===== src/rtl/pc_sequencer.sv =====
// pc_sequencer
//   Program counter owner for the single-cycle RV32I core. Chooses the next PC
//   from pc+4, a branch target or a jump target. Commits only when the datapath
//   is not stalled. Traps misaligned or out-of-range targets into FAULT. Supports
//   debug halt, single step and resume, and counts retired instructions.
//
// Ports
//   clk, rst          clock, synchronous active-high reset
//   stall_in          datapath cannot complete the current instruction
//   branch_taken/_target, jump/jump_target   next-PC sources (jump has priority)
//   dbg_halt_req      level halt request; dbg_step_req / dbg_resume_req pulses
//   fault_clear       acknowledge fault, restart at TRAP_VECTOR
//   inst_address      current PC; pc_plus4 = inst_address + 4 (combinational)
//   instr_valid       current instruction commits this cycle
//   dbg_halted, fault status flags; fault_addr / fault_cause captured on fault
//   instret           retired-instruction counter
module pc_sequencer #(
  parameter int ADDRESS_WIDTH = 32,
  parameter int MEM_SIZE      = 256,
  parameter int RESET_VECTOR  = 0,
  parameter int TRAP_VECTOR   = 0,
  parameter bit START_HALTED  = 1'b0
) (
  input  logic                     clk,
  input  logic                     rst,
  input  logic                     stall_in,
  input  logic                     branch_taken,
  input  logic [ADDRESS_WIDTH-1:0] branch_target,
  input  logic                     jump,
  input  logic [ADDRESS_WIDTH-1:0] jump_target,
  input  logic                     dbg_halt_req,
  input  logic                     dbg_step_req,
  input  logic                     dbg_resume_req,
  input  logic                     fault_clear,
  output logic [ADDRESS_WIDTH-1:0] inst_address,
  output logic [ADDRESS_WIDTH-1:0] pc_plus4,
  output logic                     instr_valid,
  output logic                     dbg_halted,
  output logic                     fault,
  output logic [ADDRESS_WIDTH-1:0] fault_addr,
  output logic [1:0]               fault_cause,
  output logic [31:0]              instret
);

  localparam logic [ADDRESS_WIDTH-1:0] LAST_PC  = ADDRESS_WIDTH'(4 * MEM_SIZE - 4);
  localparam logic [ADDRESS_WIDTH-1:0] RST_PC   = ADDRESS_WIDTH'(RESET_VECTOR);
  localparam logic [ADDRESS_WIDTH-1:0] TRAP_PC  = ADDRESS_WIDTH'(TRAP_VECTOR);

  typedef enum logic [2:0] {
    S_BOOT   = 3'd0,
    S_RUN    = 3'd1,
    S_HALTED = 3'd2,
    S_STEP   = 3'd3,
    S_FAULT  = 3'd4
  } state_t;

  state_t                   state_q, state_d;
  logic [ADDRESS_WIDTH-1:0] pc_q, pc_d;
  logic [31:0]              instret_q, instret_d;
  logic [ADDRESS_WIDTH-1:0] fault_addr_q, fault_addr_d;
  logic [1:0]               fault_cause_q, fault_cause_d;

  logic [ADDRESS_WIDTH-1:0] seq_pc;
  logic [ADDRESS_WIDTH-1:0] target;
  logic [1:0]               target_cause;
  logic                     target_bad;
  logic                     commit;

  // Fault cause encoding: bit0 = misaligned, bit1 = beyond the last word.
  function automatic logic [1:0] check_target(input logic [ADDRESS_WIDTH-1:0] t);
    logic [1:0] c;
    c[0] = (t[1:0] != 2'b00);
    c[1] = (t > LAST_PC);
    return c;
  endfunction

  assign seq_pc       = pc_q + ADDRESS_WIDTH'(4);
  assign target       = jump ? jump_target : (branch_taken ? branch_target : seq_pc);
  assign target_cause = check_target(target);
  assign target_bad   = (target_cause != 2'b00);

  // A halt request in RUN pre-empts the instruction; in STEP it is ignored.
  assign commit = ((state_q == S_RUN) || (state_q == S_STEP)) && !stall_in &&
                  !((state_q == S_RUN) && dbg_halt_req);

  // State register
  always_ff @(posedge clk) begin
    if (rst) begin
      state_q <= S_BOOT;
    end else begin
      state_q <= state_d;
    end
  end

  // Next-state logic
  always_comb begin
    state_d = state_q;
    case (state_q)
      S_BOOT:   state_d = START_HALTED ? S_HALTED : S_RUN;
      S_RUN: begin
        if (dbg_halt_req)            state_d = S_HALTED;
        else if (commit && target_bad) state_d = S_FAULT;
      end
      S_HALTED: begin
        if (dbg_step_req)        state_d = S_STEP;
        else if (dbg_resume_req) state_d = S_RUN;
      end
      S_STEP: begin
        if (commit) state_d = target_bad ? S_FAULT : S_HALTED;
      end
      S_FAULT: begin
        if (fault_clear) state_d = S_RUN;
      end
      default:  state_d = S_BOOT;
    endcase
  end

  // Output logic
  always_comb begin
    instr_valid = commit;
    dbg_halted  = (state_q == S_HALTED);
    fault       = (state_q == S_FAULT);
  end

  // PC / counter / fault capture next values
  always_comb begin
    pc_d          = pc_q;
    instret_d     = instret_q;
    fault_addr_d  = fault_addr_q;
    fault_cause_d = fault_cause_q;
    if (commit) begin
      // The instruction retires even when its successor address traps.
      instret_d = instret_q + 32'd1;
      if (target_bad) begin
        fault_addr_d  = target;
        fault_cause_d = target_cause;
      end else begin
        pc_d = target;
      end
    end else if ((state_q == S_FAULT) && fault_clear) begin
      pc_d          = TRAP_PC;
      fault_cause_d = 2'b00;
    end
  end

  always_ff @(posedge clk) begin
    if (rst) begin
      pc_q          <= RST_PC;
      instret_q     <= 32'd0;
      fault_addr_q  <= '0;
      fault_cause_q <= 2'b00;
    end else begin
      pc_q          <= pc_d;
      instret_q     <= instret_d;
      fault_addr_q  <= fault_addr_d;
      fault_cause_q <= fault_cause_d;
    end
  end

  assign inst_address = pc_q;
  assign pc_plus4     = seq_pc;
  assign fault_addr   = fault_addr_q;
  assign fault_cause  = fault_cause_q;
  assign instret      = instret_q;

endmodule


===== config.mk =====
export PLATFORM = sky130hd
export DESIGN_NAME = pc_sequencer
export DESIGN_NICKNAME = d
export VERILOG_FILES = /design/src/rtl/pc_sequencer.sv
export SDC_FILE = /design/constraint.sdc
export NUM_CORES = 1
export LEC_CHECK = 0
export CAP_MARGIN = 25
export CORE_UTILIZATION = 37
export DETAILED_ROUTE_END_ITERATION = 12
export DONT_BUFFER_PORTS = 1
export MAX_ROUTING_LAYER = met4
export PLACE_DENSITY = 0.63
export SYNTH_ARGS = -nofsm -noshare
export SYNTH_HDL_FRONTEND = slang
export SYNTH_SLANG_ARGS = --single-unit

===== constraint.sdc =====
create_clock -name clk -period 9.6 [get_ports clk]
set_clock_uncertainty 0.2 [all_clocks]
set_input_delay 0.96 -clock clk [delete_from_list [all_inputs] [get_ports clk]]
set_output_delay 0.96 -clock clk [all_outputs]
set_load 0.01 [all_outputs]

==> results summary, run 1 <==
The overall power after layout is 881 uW. The headroom to the max-slew limit is 0.384. The insertion delay of the later-clocked pin in the worst-skew pair is 360 ps.

The actual transition at the worst max-transition pin is 922 ps. The final wirelength came out at 18300 um. The vias per cell is 6.06.

The number of global-route vias before repair is 4841. Summed over all instances, the cell type with the most area after synthesis is sky130_fd_sc_hd__dfxtp_1. The maximum buffer depth of the clock tree is 2.

Relative to the synthesized area, the layout overhead comes to 6.95%. The run finished with clean final reports. The number of antenna repair diodes is 0. The net count after synthesis came out at 742.

The layout cell share with drive strength beyond 1 is 0.0656. Data arrives at the worst endpoint at 4650 ps. For this run, the leading register cell type out of synthesis is sky130_fd_sc_hd__dfxtp_1. The number of buffers inserted during clock tree synthesis is 9. The count of cell types in the netlist is 62.

The via total after detailed routing came out at 4972. For this run, the register share of the synthesized area comes to 0.377. Among all cell types in the netlist, the one instantiated most often is sky130_fd_sc_hd__dfxtp_1. The endpoint required time on the critical path is 9690 ps. The largest net degree at the start of global routing is 79. Measured along the x axis, the die boundary spans 122 um. The TritonCTS clock tree is built.

Across every metal layer, demand over resource in global routing totals 0.253. The first detailed-routing pass ran for 4 iterations. The final HPWL from detailed placement is 13900 um.

The setup TNS is 0 ps. The depth of the most critical reg-to-reg path came out at 11. In this run the remaining antenna-violating nets after routing total 0.

Timing would allow up to 219 MHz. The height of the die is 122 um. The leakage power of the design came out at 1.96 nW. The net total in the final layout is 710. The smallest clock period supported by the final layout is computed as 4560 ps. For this configuration, the core starts out at a cell density of 0.384. Ranked by instance count, the synthesized netlist is headed by sky130_fd_sc_hd__dfxtp_1 (101), sky130_fd_sc_hd__a21oi_1 (59), sky130_fd_sc_hd__nor2_1 (43). The area of the core is 0.0140 mm^2. The worst hold path belongs to the class reg -> reg. The async set or reset register ratio after synthesis is 0.

The total of flip-flops plus latches after synthesis came out at 101. The number of enable-type register cells in the synthesized netlist is 0. The post-CTS setup repair buffer count came out at 0. The port buffer count is 0. Synthesis handed over a netlist of 667 instances.

After the first detailed-routing iteration, the DRC count stood at 381. The startpoint type of the worst setup path is a flip-flop. The worst register-to-register path has a setup slack of 5040 ps. The overall die area came out at 0.0150 mm^2. The site row count came out at 43. The average wire length per cell after detail routing came out at 22.3 um.

In this run the critical register-to-register path is launched from inst_address[2]$_SDFFE_PP0P_. The total number of yosys warnings is 0. The final number of max-transition violations came to 0. The worst setup path is captured at a flip-flop. The average cell area after synthesis is 8.05 um^2.

The final global-route overflow total came out at 0. The cell chosen for the clock root is sky130_fd_sc_hd__clkbuf_16. The power per unit of standard cell area came out at 153 mW/mm^2. The max-capacitance violation count came out at 0. The number of buffers inserted by hold repair at cts came out at 0. Dividing the final minimum period by the clock period gives 0.475. The launching element of the worst setup path is inst_address[2]$_SDFFE_PP0P_. The worst ir drop on vdd came out at 81.5 uV.

The share of Yosys cell area claimed by the top area cell type came out at 0.377. For this design, the sink count on the clock tree is 101. Gates resized during post-CTS repair numbered 0. The wire length of the first global-routing pass came out at 27600 um. In this run the count of I/O pins placed on the die edge is 206. The synthesized netlist occupies a cell area of 0.00537 mm^2. The number of levels in the clock H-tree came out at 3. The count of final setup violators is 0. The number of antenna violations at the first check in global routing is 0. Yosys attributes the largest share of cell area to sky130_fd_sc_hd__dfxtp_1 (38%), sky130_fd_sc_hd__a21oi_1 (5.5%), sky130_fd_sc_hd__xor2_1 (4.1%), sky130_fd_sc_hd__xnor2_1 (3.6%), sky130_fd_sc_hd__nand3_1 (3.5%). The DRC violation count after routing came out at 0.

After clock tree synthesis, the clock-pin slew on the worst setup and hold paths is 80 ps. In this run the worst path has a maximum fanout of 30. The critical path is of the reg -> reg type. Setup repair after global routing left no endpoint under its margin.

Following the worst setup path forward leads to its endpoint at inst_address[9]$_SDFFE_PP0P_. The placer's final routability congestion estimate came out at 0.928. The count of endpoints failing hold in the final timing report is 0. The worst register-to-register path ends at inst_address[9]$_SDFFE_PP0P_.
==> per-layer routing <==
metal	routed length, um	global-route usage	vias up
met4	814	0.146	0
met2	8430	0.386	240
met5	0	-	-
met3	1840	0.0734	47
met1	7210	0.294	2344
li1	-	-	2341
==> placed cells by master (no fill, tap or decap), drive strengths merged, types with 12 or more instances in the layout <==
cell type	count
nand3	37
nor2	43
nor3	35
or3	14
inv	25
and2	28
nand2b	12
dfxtp	101
nand2	42
xnor2	22
xor2	25
a21oi	59
o21ai	28
nand4	21
==> registers in the layout (all words and copies together), names as in the netlist <==
register	count
state_q	3
instret	32
inst_address	32
fault_addr	32
fault_cause	2
==> how the worst min path moves through the flow <==
| stage | from | to | cells after the start |
|---|---|---|---|
| detailed placement | fault_addr[5]$_SDFFE_PP0P_ | fault_addr[5]$_SDFFE_PP0P_ | 2 |
| floorplan | fault_addr[20]$_SDFFE_PP0P_ | fault_addr[20]$_SDFFE_PP0P_ | 2 |
| global placement | instret[27]$_SDFFE_PP0P_ | instret[27]$_SDFFE_PP0P_ | 2 |
| global route | fault_addr[5]$_SDFFE_PP0P_ | fault_addr[5]$_SDFFE_PP0P_ | 2 |
| finish | fault_addr[5]$_SDFFE_PP0P_ | fault_addr[5]$_SDFFE_PP0P_ | 2 |
| CTS | fault_addr[5]$_SDFFE_PP0P_ | fault_addr[5]$_SDFFE_PP0P_ | 2 |
==> stage by stage <==
stage	hold WS (ps)	setup slack, ps	util	cells	cell area [um^2]
2_1_floorplan	294	5600	-	667	5370
5_1_grt	356	4770	0.410	820	5740
3_3_place_gp	320	5220	0.389	804	5440
4_1_cts	342	5080	0.410	820	5740
3_5_place_dp	331	5090	0.389	804	5440
6_report	339	5040	0.410	820	5740
==> layout make-up <==
cell class                 instances  area, um^2
clock buffer                       9         225
clock inverter                     7        76.3
fill                            1459        8250
inverter                          21        78.8
multi-input combinational        497        3070
sequential                       101        2020
tap                              180         225
timing repair buffer               5        37.5
==> report_power, final <==
| part | internal, mW | switching, mW | total [mW] |
|---|---|---|---|
| sequential | 0.428 | 0.0141 | 0.442 |
| clock | 0.186 | 0.185 | 0.370 |
| combinational | 0.0268 | 0.0412 | 0.0681 |
| total | 0.641 | 0.240 | 0.881 |
==> critical path: stages (launching register included) <==
cell	delay, ps
sky130_fd_sc_hd__dfxtp_1	550
sky130_fd_sc_hd__ha_1	310
sky130_fd_sc_hd__nand3_1	160
sky130_fd_sc_hd__or4_1	630
sky130_fd_sc_hd__nor4_1	400
sky130_fd_sc_hd__xor2_1	220
sky130_fd_sc_hd__o21ai_0	450
sky130_fd_sc_hd__nand4_1	250
sky130_fd_sc_hd__or3_1	540
sky130_fd_sc_hd__buf_4	310
sky130_fd_sc_hd__or3_1	330
sky130_fd_sc_hd__a21oi_1	120
==> cells by family (layout without fill, tap and decap cells) <==
family,count (synthesis),in the layout,synth area share
and+or+nand+nor,273,273,0.274
AOI/OAI and AO/OA,166,166,0.199
DFF,101,101,0.377
buffers and inverters,69,42,0.0515
xor gates and xnor gates,47,47,0.0767
muxes,9,9,0.0173
adders and majority gates,2,2,0.00466
Power figures use the tool's default switching activity.
==> inputs of run 2 (changes only) <==
==> constraint.sdc (replaced) <==
create_clock -name clk -period 4.5 [get_ports clk]
set_clock_uncertainty 0.2 [all_clocks]
set_input_delay 0.45 -clock clk [delete_from_list [all_inputs] [get_ports clk]]
set_output_delay 0.45 -clock clk [all_outputs]
set_load 0.01 [all_outputs]
==> results summary, run 2 (synthesis gave the netlist of run 1 again) <==
The run finished with clean final reports. The post-CTS setup repair buffer count came out at 0. The min-delay analysis places its worst path in the category in -> reg. In this run the critical register-to-register path is launched from inst_address[2]$_SDFFE_PP0P_. Using the TritonRoute via totals, the vias-per-cell ratio works out to 6.10. The placer's final routability congestion estimate came out at 0.977. Across the run, the number of max-cap violations was 0. The maximum cell stage delay along the critical path is 600 ps. The number of cells in the design after placement came out at 819.

The final wirelength came out at 18300 um. Buffers inserted during clock tree synthesis total 9. In this run, the number of DRC markers left after iteration 0 of detailed routing was 433. The worst register-to-register path has a setup slack of 410 ps.

The number of antenna violations at the first check in global routing came out at 1. The final HPWL from detailed placement is 13700 um. The post-route cell area came out at 0.00591 mm^2. The later pin in the worst-skew pair is clocked with a latency of 350 ps. The maximum achievable frequency came out at 244 MHz. The number of nets still failing antenna checks after routing came out at 0. The placed standard-cell area is 0.00555 mm^2.

The total I/O pin count is 206. The share of the clock period used by the worst path after layout came out at 0.910. The maximum buffer depth of the clock tree is 2.

The final global-route overflow total is 0. In this run the worst setup path begins at inst_address[2]$_SDFFE_PP0P_. The TritonCTS sink count came out at 101. The overall power after layout came out at 1.94 mW. The number of cells traversed by the worst hold path is 2. The initial utilization of the core area, before any placement, comes to 0.384.

The actual transition at the worst max-transition pin came out at 901 ps. Across the VDD grid, the largest voltage drop is 209 uV. The startpoint of the worst hold path is jump_target[28].

The slowest stage of the critical path belongs to the cell sky130_fd_sc_hd__or4_1. The number of levels in the clock H-tree is 3. Dividing the detail-routed wire length by the instance count gives 21.9 um. The analysis attributes to cell leakage a power of 2.07 nW. The overall die area is 0.0150 mm^2. The TritonCTS clock tree is built. In this run the tightest slew margin relative to its limit is 0.398. The type of the setup path with the least slack is reg -> reg. The count of endpoints failing hold in the final timing report is 0. The worst register-to-register path ends at fault_addr[26]$_SDFFE_PP0P_. Setup repair after global routing left no endpoint under its margin. In the final layout, the share of cells above drive strength 1 is 0.0915.

The area of the core is 0.0140 mm^2. The clock transition at the register clock pins on the worst setup and hold paths after CTS is 80 ps. Relative to the synthesized area, the layout overhead comes to 10.2%.

In this run the worst path has a maximum fanout of 13. The global router's overall resource usage is 0.249. The arrival time reported for the critical path endpoint is 4160 ps. The number of global-route vias before repair is 4839. The final number of max-transition violations came out at 0. The power per unit of standard cell area is 328 mW/mm^2. The largest net degree at the start of global routing came out at 78. The worst hold path terminates at fault_addr[28]$_SDFFE_PP0P_.

The most common cell after layout, fill and taps aside is sky130_fd_sc_hd__dfxtp_1. STA classifies the critical path endpoint as a flip-flop. The worst register-to-register path has a depth of 10. The tree is rooted in a sky130_fd_sc_hd__clkbuf_16. The wire length of the first global-routing pass is 27500 um.

The count of final setup violators came out at 0. The port buffer count came out at 0. The net total in the final layout came out at 726. The via total after detailed routing is 5107. The critical path goes through ha_1, nand3_1, or4_1, o211a_1, a211o_1, o21bai_1, or4b_4, nor3_2, nor2_1, a311oi_1. The floorplan step set the die height to 122 um. The die extent in x is 122 um. Excluding fillers, the count of instances in the completed layout stands at 837. The endpoint required time on the critical path came out at 4560 ps.

The number of detailed-routing iterations run before antenna repair is 5. The minimum clock period is 4090 ps. The site row count came out at 43. The setup TNS came out at 0 ps.

Leaving out fill and tap cells, the most frequent cells in the layout are sky130_fd_sc_hd__dfxtp_1 (101), sky130_fd_sc_hd__a21oi_1 (59), sky130_fd_sc_hd__nor2_1 (43), sky130_fd_sc_hd__nand2_1 (42), sky130_fd_sc_hd__nand3_1 (37). The DRC violation count after routing came out at 0. The number of fill cells came out at 1436. The startpoint type of the worst setup path is a flip-flop.
## run 2: per-layer routing
layer | vias up | track usage | part of all wire
met5 | - | - | 0
met4 | 0 | 0.0823 | 0.019
met3 | 30 | 0.0627 | 0.091
met2 | 261 | 0.417 | 0.49
met1 | 2428 | 0.290 | 0.40
li1 | 2388 | - | -
## run 2: worst max-delay path by stage
stage	slack [ps]	to	cells past startpoint
6_report	410	fault_addr[26]$_SDFFE_PP0P_	10
5_1_grt	40	fault_addr[28]$_SDFFE_PP0P_	9
4_1_cts	360	inst_address[4]$_SDFFE_PP0P_	10
3_5_place_dp	360	fault_addr[15]$_SDFFE_PP0P_	10
3_3_place_gp	430	fault_addr[29]$_SDFFE_PP0P_	10
2_1_floorplan	710	inst_address[9]$_SDFFE_PP0P_	13
## run 2: power by group
part           switching (mW)  internal, mW
sequential             0.0314         0.913
combinational          0.0986        0.0607
clock                   0.389         0.446
## run 2: critical path: cells and delay by family (launching register included)
kind / cells / cell delay (ps)
AO/OA/AOI/OAI: 4 / 1070
adder cells (fa/ha/maj): 1 / 290
flip-flops: 1 / 420
AND/OR/NAND/NOR: 5 / 2020
## run 2: layout make-up
type                    count  area [um^2]  area share
diodes                      1         2.50    0.000423
clock buffers               9          225      0.0381
clock inverters             7         87.6      0.0148
inverters                  21         78.8      0.0133
multi-input cells         497         3090       0.523
flip-flops and latches    101         2020       0.342
well taps                 180          225      0.0381
repair buffers             21          178      0.0301
## run 2: what timing repair did
item                       in CTS  in global routing
resized for setup               0                  3
setup endpoints to repair       0                 24
hold buffers                    1                  0
hold endpoints to repair       77                  0
## run 2: stage by stage
stage | utilization | hold WS, ps | worst slack, ps
2_1_floorplan | - | 294 | 711
3_3_place_gp | 0.397 | 318 | 435
3_5_place_dp | 0.397 | 328 | 364
4_1_cts | 0.421 | 54.7 | 356
5_1_grt | 0.423 | 64.4 | 36.3
6_report | 0.423 | 64.6 | 406
